`src/rtl/buffer_reduce_pkg.sv`:
```
// buffer_reduce_pkg: shared constants for the FIFO reduction block.
// Op encodings, FSM state codes, sizing and the per-op identity value.
package buffer_reduce_pkg;

    localparam int XLEN  = 32;
    localparam int DEPTH = 16;
    localparam int LEN_W = 5;

    localparam logic [1:0] OP_SUM  = 2'b00;
    localparam logic [1:0] OP_XOR  = 2'b01;
    localparam logic [1:0] OP_UMAX = 2'b10;
    localparam logic [1:0] OP_UMIN = 2'b11;

    localparam logic [1:0] ST_IDLE = 2'd0;
    localparam logic [1:0] ST_READ = 2'd1;
    localparam logic [1:0] ST_RESP = 2'd2;

    // Starting accumulator value; umin starts from all ones so the
    // first word always wins, every other op starts from zero.
    function automatic logic [XLEN-1:0] op_identity(
        input logic [1:0] op
    );
        return (op == OP_UMIN) ? {XLEN{1'b1}} : '0;
    endfunction

endpackage

```
`src/rtl/buffer_reduce_alu.sv`:
```
// reduce_alu: combinational fold step res = f(op, acc, data).
// Ports: op (2b), acc/data (XLEN), res (XLEN); sum wraps, max/min unsigned.
module reduce_alu
    import buffer_reduce_pkg::*;
#(
    parameter int XLEN = 32
) (
    input  logic [1:0]      op,
    input  logic [XLEN-1:0] acc,
    input  logic [XLEN-1:0] data,
    output logic [XLEN-1:0] res
);

    always_comb begin
        res = acc;
        case (op)
            OP_SUM:  res = acc + data;
            OP_XOR:  res = acc ^ data;
            OP_UMAX: res = (data > acc) ? data : acc;
            OP_UMIN: res = (data < acc) ? data : acc;
            default: res = acc;
        endcase
    end

endmodule

```
`src/rtl/buffer_reduce.sv`:
```
// buffer_reduce: drains cmd_len words from the staging FIFO and folds them.
// Ports: clk/rst, cmd_* request, buffer_read_en/buffer_data, rsp_* reply, busy.
module buffer_reduce
    import buffer_reduce_pkg::*;
#(
    parameter int XLEN  = 32,
    parameter int DEPTH = 16,
    parameter int LEN_W = 5
) (
    input  logic             clk,
    input  logic             rst,
    input  logic             cmd_valid,
    output logic             cmd_ready,
    input  logic [LEN_W-1:0] cmd_len,
    input  logic [1:0]       cmd_op,
    output logic             buffer_read_en,
    input  logic [XLEN-1:0]  buffer_data,
    output logic             rsp_valid,
    input  logic             rsp_ready,
    output logic [XLEN-1:0]  rsp_result,
    output logic [LEN_W-1:0] rsp_len,
    output logic             busy
);

    logic [1:0]       state;
    logic [1:0]       op_q;
    logic [LEN_W-1:0] len_q;
    logic [LEN_W-1:0] cnt;
    logic [XLEN-1:0]  acc;
    logic [XLEN-1:0]  acc_nxt;
    logic [LEN_W-1:0] len_clamp;
    logic [XLEN-1:0]  ident;

    // Handshake outputs decode straight from the state flops so no
    // input ever reaches them combinationally.
    assign cmd_ready      = (state == ST_IDLE);
    assign buffer_read_en = (state == ST_READ);
    assign busy           = (state != ST_IDLE);

    // Lengths beyond the FIFO depth saturate; we never pop more than
    // DEPTH words for one command.
    assign len_clamp = (cmd_len > LEN_W'(DEPTH)) ? LEN_W'(DEPTH)
                                                 : cmd_len;
    assign ident     = XLEN'(op_identity(cmd_op));

    reduce_alu #(
        .XLEN (XLEN)
    ) u_alu (
        .op   (op_q),
        .acc  (acc),
        .data (buffer_data),
        .res  (acc_nxt)
    );

    always_ff @(posedge clk or posedge rst) begin
        if (rst) begin
            state      <= ST_IDLE;
            op_q       <= OP_SUM;
            len_q      <= '0;
            cnt        <= '0;
            acc        <= '0;
            rsp_valid  <= 1'b0;
            rsp_result <= '0;
            rsp_len    <= '0;
        end else begin
            case (state)
                ST_IDLE: begin
                    if (cmd_valid) begin
                        op_q  <= cmd_op;
                        len_q <= len_clamp;
                        cnt   <= '0;
                        acc   <= ident;
                        if (len_clamp == '0) begin
                            // Nothing to read: reply with identity.
                            state      <= ST_RESP;
                            rsp_valid  <= 1'b1;
                            rsp_result <= ident;
                            rsp_len    <= '0;
                        end else begin
                            state <= ST_READ;
                        end
                    end
                end
                ST_READ: begin
                    acc <= acc_nxt;
                    cnt <= cnt + LEN_W'(1);
                    if (cnt == len_q - LEN_W'(1)) begin
                        // Last word: capture the folded value directly
                        // so the reply appears with no extra bubble.
                        state      <= ST_RESP;
                        rsp_valid  <= 1'b1;
                        rsp_result <= acc_nxt;
                        rsp_len    <= len_q;
                    end
                end
                ST_RESP: begin
                    if (rsp_ready) begin
                        state     <= ST_IDLE;
                        rsp_valid <= 1'b0;
                    end
                end
                default: state <= ST_IDLE;
            endcase
        end
    end

endmodule

```
`config.mk`:
```
export PLATFORM = sky130hd
export DESIGN_NAME = buffer_reduce
export DESIGN_NICKNAME = d
export VERILOG_FILES = /design/src/rtl/buffer_reduce_pkg.sv /design/src/rtl/buffer_reduce_alu.sv /design/src/rtl/buffer_reduce.sv
export SDC_FILE = /design/constraint.sdc
export NUM_CORES = 1
export LEC_CHECK = 0
export CAP_MARGIN = 20
export CORE_MARGIN = 2
export CORE_UTILIZATION = 50
export CTS_CLUSTER_DIAMETER = 30
export CTS_CLUSTER_SIZE = 30
export DETAILED_ROUTE_END_ITERATION = 8
export PLACE_DENSITY = 0.72
export SLEW_MARGIN = 15
export SYNTH_ARGS = -nofsm -noshare
export SYNTH_HDL_FRONTEND = slang
export SYNTH_SLANG_ARGS = --single-unit
export TNS_END_PERCENT = 20
```
`constraint.sdc`:
```
create_clock -name clk -period 5.4 [get_ports clk]
set_clock_uncertainty 0.15 [all_clocks]
set_input_delay 1.08 -clock clk [delete_from_list [all_inputs] [get_ports clk]]
set_output_delay 1.08 -clock clk [all_outputs]
set_load 0.05 [all_outputs]
```
==> run summary, run 1 <==
Outcome = completed
First-pass GRT wire length = 36600 um
CTS Sinks = 84
Detail Placement HPWL = 16900 um
Worst hold slack = 0.337 ns
Share of cells above drive strength 1 = 0.0789
Worst Hold Launch = state[1]
Most used DFF post-synth = dfrtp_1
Cell depth of the worst hold path = 1
Post-layout nets = 1092
Drt drc = 0
Clock transition at path regs = 0.07 ns
Leakage = 0.00387 uW
Drt first pass iters = 6
Register cell area after layout = 2100 um2
CP Capture Type = flop
Vias in the first global route = 6854
Die Width = 126 um
Initial DRC count = 662
CP peak stage delay = 0.51 ns
Pins Over Slew Limit = 0
CP Launch Point = buffer_data[0]
Dominant cell type by area after synthesis = dfrtp_1
Placeable core area = 14600 um2
Fillers = 1280
Yosys reg bits = 84
Initial antenna violation count = 0
Postcts setup bufs = 0
Cts repair resizes = 0
Area occupied by multi-input gates = 4820 um2
Worst IR drop on VDD = 0.000651 V
TNS Setup = 0 ns
DIE HEIGHT = 126 um
Largest net degree at the start of global routing = 51
Pwr/cell area = 745 nW/um2
Seq/Total Area, Yosys = 0.282
Arrival time worst endpoint = 4.68 ns
CTS tree = done
GRT overflow = 0
Total GRT Usage = 0.289
Placed insts = 1156
Num CTS Buffers = 9
Highest clock rate = 217 MHz
Ports = 84
Hold_buf cts = 0
WS Path Type = in2reg
Slew at the pin closest to its max-slew limit = 0.925 ns
Detail-routed via count per cell = 6.19
Cells on worst reg2reg path = 12
Setup Viol. Count Final = 0
ANT cells = 0
Post-synthesis cell count = 921
Slowest CP cell = clkdlybuf4s50_1
Root Buffer = clkbuf_16
Minimum clock period = 4.61 ns
CP startpoint kind = input pin
Worst Hold Class = reg2reg
Cell area after synthesis = 7470 um2
Routed Antenna Nets = 0
Crit-path cells = clkdlybuf4s50_1, ha_1, inv_1, fa_1, o21bai_2, a2111oi_4, nor4_2, a311oi_1, a21boi_1, a21boi_1, xnor2_1, a221o_1, a221o_1
Die area = 15900 um2
Count of yosys warnings during synthesis = 0
Clk_lat worst skew = 0.36 ns
Commonest non-fill, non-tap cell in the layout = a21oi_1
Max Buffers Root-to-Sink = 2
Netlist cell types = 75
WP data required = 5.48 ns
Initial Utilization = 0.512
Number of enable flip-flop cells after synthesis = 0
Syn avg cell area = 8.11 um2
Synth top area share = 0.282
Vias = 7250
Max FO, Critical Path = 3
Placer Congestion = 0.993
H-Tree Level Count = 3
Final hold vios = 0
WL per Instance = 19.7 um
Port-buffer cells = 83
Post-route insts no fill = 1172
Post-Synthesis Net Count = 1030
Commonest cells after routing, fill and taps aside = a21oi_1 (135), nor2_1 (86), dfrtp_1 (84), clkdlybuf4s50_1 (83), nand2_1 (66)
Final period util = 0.853
Area delta synth->final = 16.7%
Slew HR = 0.383
R2r startpoint = acc[0]
Core Rows = 44
RSZ-0062 raised after global routing = false
Final WL = 23100 um
Ys async rst share = 1.00
Ranking of synthesized cells by area = dfrtp_1 (28%), ha_1 (11%), a21oi_1 (9.0%), nor2_1 (4.4%), nand2_1 (3.3%)
Max-cap violations = 0
[metal layers]
metal,part of all wire,GRT usage,vias to the layer above
li1,-,-,3446
met1,0.43,0.370,3423
met5,0,0,-
met4,0.043,0.121,0
met3,0.067,0.0637,54
met2,0.46,0.474,327
[kinds of logic (layout without fill, tap and decap cells)]
logic type	after synthesis	count (layout)	synth area share
multiplexers	35	35	0.0518
buffers and inverters	124	191	0.0744
adder cells (fa/ha/maj)	66	66	0.112
flip-flops	84	84	0.282
AO/OA/AOI/OAI	345	345	0.299
AND/OR/NAND/NOR	234	234	0.143
XOR/XNOR	33	33	0.0387
[critical path: cells and delay by family]
family / cells / cell delay, ns
adder cells (fa/ha/maj): 2 / 0.61
AND/OR/NAND/NOR: 1 / 0.46
buffers and inverters: 2 / 0.57
XOR/XNOR: 1 / 0.16
AO/OA/AOI/OAI: 7 / 1.80
[synthesized netlist by cell type, types with 3 or more instances]
| library cell | n |
|---|---|
| mux2i_1 | 24 |
| and2_1 | 5 |
| nand2b_1 | 9 |
| o21bai_1 | 3 |
| a31oi_1 | 6 |
| o211ai_1 | 10 |
| a211o_1 | 9 |
| o22a_1 | 11 |
| nor4_1 | 11 |
| dfrtp_1 | 84 |
| nor2b_1 | 12 |
| or3_1 | 3 |
| a21boi_1 | 4 |
| xor2_1 | 10 |
| buf_4 | 6 |
| o221ai_1 | 3 |
| o31a_1 | 5 |
| buf_6 | 4 |
| buf_2 | 12 |
| ha_1 | 65 |
| nand3_1 | 11 |
| o21ai_1 | 35 |
| nand2_1 | 66 |
| a221o_1 | 5 |
| inv_1 | 63 |
| a21oi_1 | 135 |
| o21ai_0 | 39 |
| nand4_1 | 11 |
| o31ai_1 | 16 |
| a22o_1 | 7 |
| mux2_4 | 6 |
| a211oi_1 | 4 |
| nor3_1 | 11 |
| nor2_1 | 88 |
| xnor2_1 | 23 |
| o22ai_1 | 14 |
| inv_2 | 4 |
| a221oi_1 | 3 |
| clkbuf_1 | 31 |
| mux2_2 | 3 |
| a21o_1 | 4 |
| a221oi_2 | 5 |
[stage by stage]
step	setup WS (ns)	instance area, um2	util	power, uW
floorplan	1.48	7470	-	4610
global placement	0.517	8420	0.577	5760
detailed placement	0.509	8420	0.577	5800
CTS	0.881	8720	0.598	6450
global route	0.586	8720	0.598	6950
finish	0.792	8720	0.598	6500
[state kept, by name, indices dropped and copies added (netlist names)]
signal      cells
state           2
rsp_len         5
rsp_result     32
rsp_valid       1
acc            32
op_q            2
len_q           5
cnt             5
[worst paths after layout]
path | end | slack (ns)
max in group asynchronous | acc[22] | 3.07
max reg2reg | rsp_result[24] | 1.57
min | state[0] | 0.34
min reg2reg | state[0] | 0.34
min in group asynchronous | rsp_result[7] | 1.06
max | rsp_result[24] | 0.79
[area by class of cell]
type	count	share of cell area
Tap cell	184	0.0264
Clock inverter	6	0.00617
Multi-Input combinational cell	713	0.553
Timing Repair Buffer	107	0.116
Inverter	68	0.0294
Sequential cell	84	0.241
Clock buffer	10	0.0274
[report_power, final]
part	leakage (uW)	total, uW	internal [uW]	switching, uW
sequential	0.00105	1220	933	286
combinational	0.00268	4650	1740	2910
clock	0.000142	624	334	290
total	0.00387	6500	3010	3480
No activity file was read; power rests on OpenSTA's default activity.
==> run 2: changes to the inputs <==
--- a/config.mk
+++ b/config.mk
@@ -11,6 +11,7 @@
 export CTS_CLUSTER_DIAMETER = 30
 export CTS_CLUSTER_SIZE = 30
 export DETAILED_ROUTE_END_ITERATION = 8
+export GPL_TIMING_DRIVEN = 0
 export PLACE_DENSITY = 0.72
 export SLEW_MARGIN = 15
 export SYNTH_ARGS = -nofsm -noshare
==> run 2 against run 1 <==
  * Die area did not move
  * Cell area grew 1.6%
  * Sequential power about the same
  * Register-to-register slack worse by 0.28 ns
  * Largest cell class unchanged
  * Critical path depth rose by 1
  * Maximum frequency is 6.5% lower
  * Sequential cell count did not move
  * Wire length grew 12%
  * Sequential share of layout area decreased by 0.37 points
  * Worst setup slack got worse by 0.32 ns
  * Clock-buffer cell count rose by 2
==> run summary, run 2 (same netlist as run 1, synthesis figures left out) <==
Commonest non-fill, non-tap cell in the layout = a21oi_1
Core Rows = 44
Outcome = completed
Detail-routed via count per cell = 6.37
Fillers = 1336
Top flop regs = acc (32), rsp_result (32)
Pre-CTS setup slack = 0.206 ns
Cells on worst reg2reg path = 15
CP startpoint kind = input pin
Placed insts = 1189
DIE HEIGHT = 126 um
Placed cell area = 8550 um2
Worst Hold Launch = state[1]
Vias in the first global route = 7307
Total GRT Usage = 0.322
Pins Over Slew Limit = 0
TNS Setup = 0 ns
Cell depth of the worst hold path = 1
RSZ-0062 raised after global routing = false
Max-cap violations = 0
Die area = 15900 um2
WL per Instance = 21.5 um
Total power = 6800 uW
Post-route cell area = 8850 um2
Worst Hold Class = reg2reg
Final WL = 25900 um
Detail Placement HPWL = 19600 um
Max Buffers Root-to-Sink = 2
Leakage = 0.00392 uW
GRT overflow = 0
Initial Utilization = 0.512
Drt first pass iters = 5
WS Path Type = in2reg
Clk_lat worst skew = 0.34 ns
Highest clock rate = 203 MHz
Num CTS Buffers = 9
Arrival time worst endpoint = 4.98 ns
Commonest cells after routing, fill and taps aside = a21oi_1 (135), nor2_1 (88), dfrtp_1 (84), clkdlybuf4s50_1 (83), nand2_1 (66)
Max FO, Critical Path = 6
WHS Endpoint = state[0]
Drt drc = 0
Minimum clock period = 4.93 ns
Die Width = 126 um
Slew HR = 0.462
Placeable core area = 14600 um2
R2r startpoint = acc[27]
Initial DRC count = 797
ANT cells = 0
Pwr/cell area = 768 nW/um2
Vias = 7678
Post-route insts no fill = 1205
Capturing point of the worst reg2reg path = rsp_result[28]
Placer Congestion = 1.00
Routed Antenna Nets = 0
Postcts setup bufs = 0
CTS tree = done
Slack of the worst reg-to-reg path = 1.29 ns
First-pass GRT wire length = 40100 um
Initial antenna violation count = 0
Worst setup margin = 0.471 ns
Worst IR drop on VDD = 0.000392 V
Post-layout nets = 1125
Setup Viol. Count Final = 0
Cts repair resizes = 0
CTS Sinks = 84
Root Buffer = clkbuf_16
Share of cells above drive strength 1 = 0.0725
Slew at the pin closest to its max-slew limit = 0.807 ns
Hold_buf cts = 0
Port-buffer cells = 83
Area delta synth->final = 18.6%
WP data required = 5.45 ns
Final period util = 0.913
Clock transition at path regs = 0.06 ns
CP Capture Type = flop
Ports = 84
Largest net degree at the start of global routing = 47
Final hold vios = 0
H-Tree Level Count = 3
-- run 2: cell count changes in the layout (fill, tap and decap cells not counted), sizes merged --
cell,previous run,this run
clkbuf,10,43
bufinv,0,1
inv,70,67
buf,24,26
-- run 2: critical path: stages --
cell	delay [ns]
clkdlybuf4s50_1	0.56
ha_1	0.20
inv_1	0.06
fa_1	0.42
o21bai_2	0.21
a2111oi_4	0.12
nor4_2	0.52
a311oi_1	0.18
a21boi_1	0.44
nand2_1	0.19
mux2i_1	0.19
nand3_1	0.13
o31ai_1	0.55
o211ai_1	0.14
-- run 2: area by class of cell --
| type | count | area (um2) | share of cell area |
|---|---|---|---|
| repair buffers | 84 | 851 | 0.0961 |
| clock buffers | 12 | 256 | 0.0290 |
| inverters | 68 | 258 | 0.0291 |
| plain buffers | 56 | 300 | 0.0339 |
| clock inverters | 4 | 47.5 | 0.00537 |
| multi-input cells | 713 | 4810 | 0.543 |
| flip-flops and latches | 84 | 2100 | 0.237 |
| well taps | 184 | 230 | 0.0260 |
-- run 2: stage by stage --
stage	utilization	hold WS, ns
after floorplan	-	0.303
after global placement	0.585	0.328
after detailed placement	0.586	0.342
after CTS	0.607	0.357
after global routing	0.607	0.372
final	0.607	0.352
-- run 2: layer usage --
metal / vias up / GRT usage / part of all wire
met5: - / 0 / 0
met4: 0 / 0.151 / 0.051
met3: 98 / 0.0510 / 0.064
met2: 393 / 0.522 / 0.46
met1: 3659 / 0.422 / 0.43
li1: 3528 / - / -
-- run 2: worst max-delay path by stage --
stage / from / to / slack, ns / cells past startpoint
after floorplan: buffer_data[0] / acc[30] / 1.48 / 13
after global placement: buffer_data[0] / rsp_result[28] / 0.26 / 14
after detailed placement: buffer_data[0] / acc[30] / 0.21 / 14
after CTS: buffer_data[0] / acc[30] / 0.55 / 14
after global routing: buffer_data[0] / rsp_result[28] / 0.13 / 14
final: buffer_data[0] / rsp_result[28] / 0.47 / 14
-- run 2: power by group --
part	switching, uW	internal, uW
clock	242	382
combinational	3150	1790
sequential	308	934
total	3690	3110
==> run 3: changes to the inputs <==
==> constraint.sdc (replaced) <==
create_clock -name clk -period 5.25 [get_ports clk]
set_clock_uncertainty 0.15 [all_clocks]
set_input_delay 1.05 -clock clk [delete_from_list [all_inputs] [get_ports clk]]
set_output_delay 1.05 -clock clk [all_outputs]
set_load 0.05 [all_outputs]
==> results of run 3 <==
The final DEF is identical to that of run 2. Status: completed.
Main changes from that run: setup slack after placement 0.206 ns -> 0.0865 ns; setup slack after layout 0.471 ns -> 0.351 ns; register-to-register setup slack 1.29 ns -> 1.14 ns; total power 6800 uW -> 7000 uW; worst IR drop on VDD 0.000392 V -> 0.000403 V
==> RTL change (config.mk and constraints of run 3) <==
`XLEN` is set to 32 in 3 places; all go to 48.
--- a/src/rtl/buffer_reduce_pkg.sv
+++ b/src/rtl/buffer_reduce_pkg.sv
@@ -2,7 +2,7 @@
 // Op encodings, FSM state codes, sizing and the per-op identity value.
 package buffer_reduce_pkg;
 
-    localparam int XLEN  = 32;
+    localparam int XLEN  = 48;
     localparam int DEPTH = 16;
     localparam int LEN_W = 5;
 
--- a/src/rtl/buffer_reduce_alu.sv
+++ b/src/rtl/buffer_reduce_alu.sv
@@ -3,7 +3,7 @@
 module reduce_alu
     import buffer_reduce_pkg::*;
 #(
-    parameter int XLEN = 32
+    parameter int XLEN = 48
 ) (
     input  logic [1:0]      op,
     input  logic [XLEN-1:0] acc,
--- a/src/rtl/buffer_reduce.sv
+++ b/src/rtl/buffer_reduce.sv
@@ -3,7 +3,7 @@
 module buffer_reduce
     import buffer_reduce_pkg::*;
 #(
-    parameter int XLEN  = 32,
+    parameter int XLEN  = 48,
     parameter int DEPTH = 16,
     parameter int LEN_W = 5
 ) (
Ports: changed (resized buffer_data and rsp_result); port bits go from 84 to 116. The function was not compared with the original's and may differ.
==> RTL change against run 3 <==
Synthesized cell count is 55% higher. Sequential cell count up 32. Setup slack got worse by 0.32 ns. Wire length rose by 85%. Utilization is 0.16 points higher. Final area is 49% higher. Count of clock-buffer cells in the layout grew 5. Total power increased by 52%. Synthesized area rose by 47%. Critical endpoint is now rsp_result[10]. Largest power group unchanged.
==> RTL change: results (changes against run 3) <==
| Metric | Value |
|---|---|
| Status | finished, final reports clean (unchanged) |
| Hold endpoint | rsp_result[18] (was state[0]) |
| Reg2reg end | rsp_result[10] (was rsp_result[28]) |
| Clock Latency Late Sink | 0.45 ns (was 0.34 ns) |
| Global placement routability congestion | 1.047 (was 1.003) |
| Routed vias | 12200 (was 7678) |
| Global-route wire length before repair | 71.79 mm (was 40.10 mm) |
| Sw Share | 58.25% (was 54.31%) |
| DP HPWL | 35.83 mm (was 19.63 mm) |
| Fill count | 1964 (was 1336) |
| Area contributors post-synth | dfrtp_1 (26%), ha_1 (11%), nand2_1 (5.9%) (was dfrtp_1 (28%), ha_1 (11%), a21oi_1 (9.0%)) |
| Post-synthesis sequential area ratio | 26.37% (was 28.15%) |
| Cells on worst reg2reg path | 14 (was 15) |
| DR iter-0 viols | 1554 (was 797) |
| CTS resizes | 5 (was 0) |
| Largest net degree at the start of global routing | 74 (was 47) |
| Slew margin rel. | 23.24% (was 46.17%) |
| Synth cell count leaders | nand2_1 (172), a21oi_1 (127), dfrtp_1 (116), nor2_1 (108), inv_1 (104) (was a21oi_1 (135), nor2_1 (88), dfrtp_1 (84), nand2_1 (66), ha_1 (65)) |
| FF-to-FF Start | acc[41] (was acc[27]) |
| Layout cells sized above 1 | 6.266% (was 7.248%) |
| Maximum vdd drop | 0.0004423 V (was 0.0004034 V) |
| Cell variety after synth | 82 (was 75) |
| Final WL | 47.79 mm (was 25.90 mm) |
| DR pass1 iterations | 8 (was 5) |
| Critical path arrival | 5.36 ns (was 4.95 ns) |
==> RTL change: cell families after synthesis <==
group,Yosys count,share of synthesized area [%]
buffers and inverters,194,7.116
adders and majority gates,98,11.21
AOI/OAI and AO/OA,484,28.37
xor gates and xnor gates,29,2.308
muxes,50,4.695
and+or+nand+nor,460,19.93
DFF,116,26.37
==> RTL change: worst max path at each step <==
stage / cells after the start / from / endpoint / slack [ns]
3_5_place_dp: 14 / buffer_data[0] / acc[32] / -0.68
4_1_cts: 14 / buffer_data[0] / acc[32] / 0.15
6_report: 14 / buffer_data[41] / rsp_result[10] / 0.03
2_1_floorplan: 1 / rst / acc[0] / 0.98
3_3_place_gp: 2 / rst / rsp_result[23] / -0.84
5_1_grt: 14 / buffer_data[42] / rsp_result[10] / -0.008
==> RTL change: layout make-up <==
| class | instances | area [um2] | area share (%) |
|---|---|---|---|
| Multi-Input combinational cell | 1121 | 7360 | 55.76 |
| Sequential cell | 116 | 2903 | 21.99 |
| Timing Repair Buffer | 117 | 1184 | 8.968 |
| Clock buffer | 17 | 425.4 | 3.223 |
| Inverter | 105 | 399.1 | 3.024 |
| Buffer | 89 | 389.1 | 2.948 |
| Tap cell | 280 | 350.3 | 2.654 |
| Clock inverter | 15 | 188.9 | 1.431 |
==> RTL change: metrics by stage <==
stage	instances	hold slack [ns]
6_report	1860	0.3300
2_1_floorplan	1431	0.3226
4_1_cts	1860	0.3342
3_5_place_dp	1828	0.3148
3_3_place_gp	1826	0.3096
5_1_grt	1860	0.3589
==> RTL change: per-layer routing <==
layer	up-vias	part of all wire, %	GRT usage [%]
li1	5456	-	-
met1	5740	41	54.98
met2	818	42	61.99
met3	181	11	7.907
met4	0	6.0	20.25
met5	-	0	0
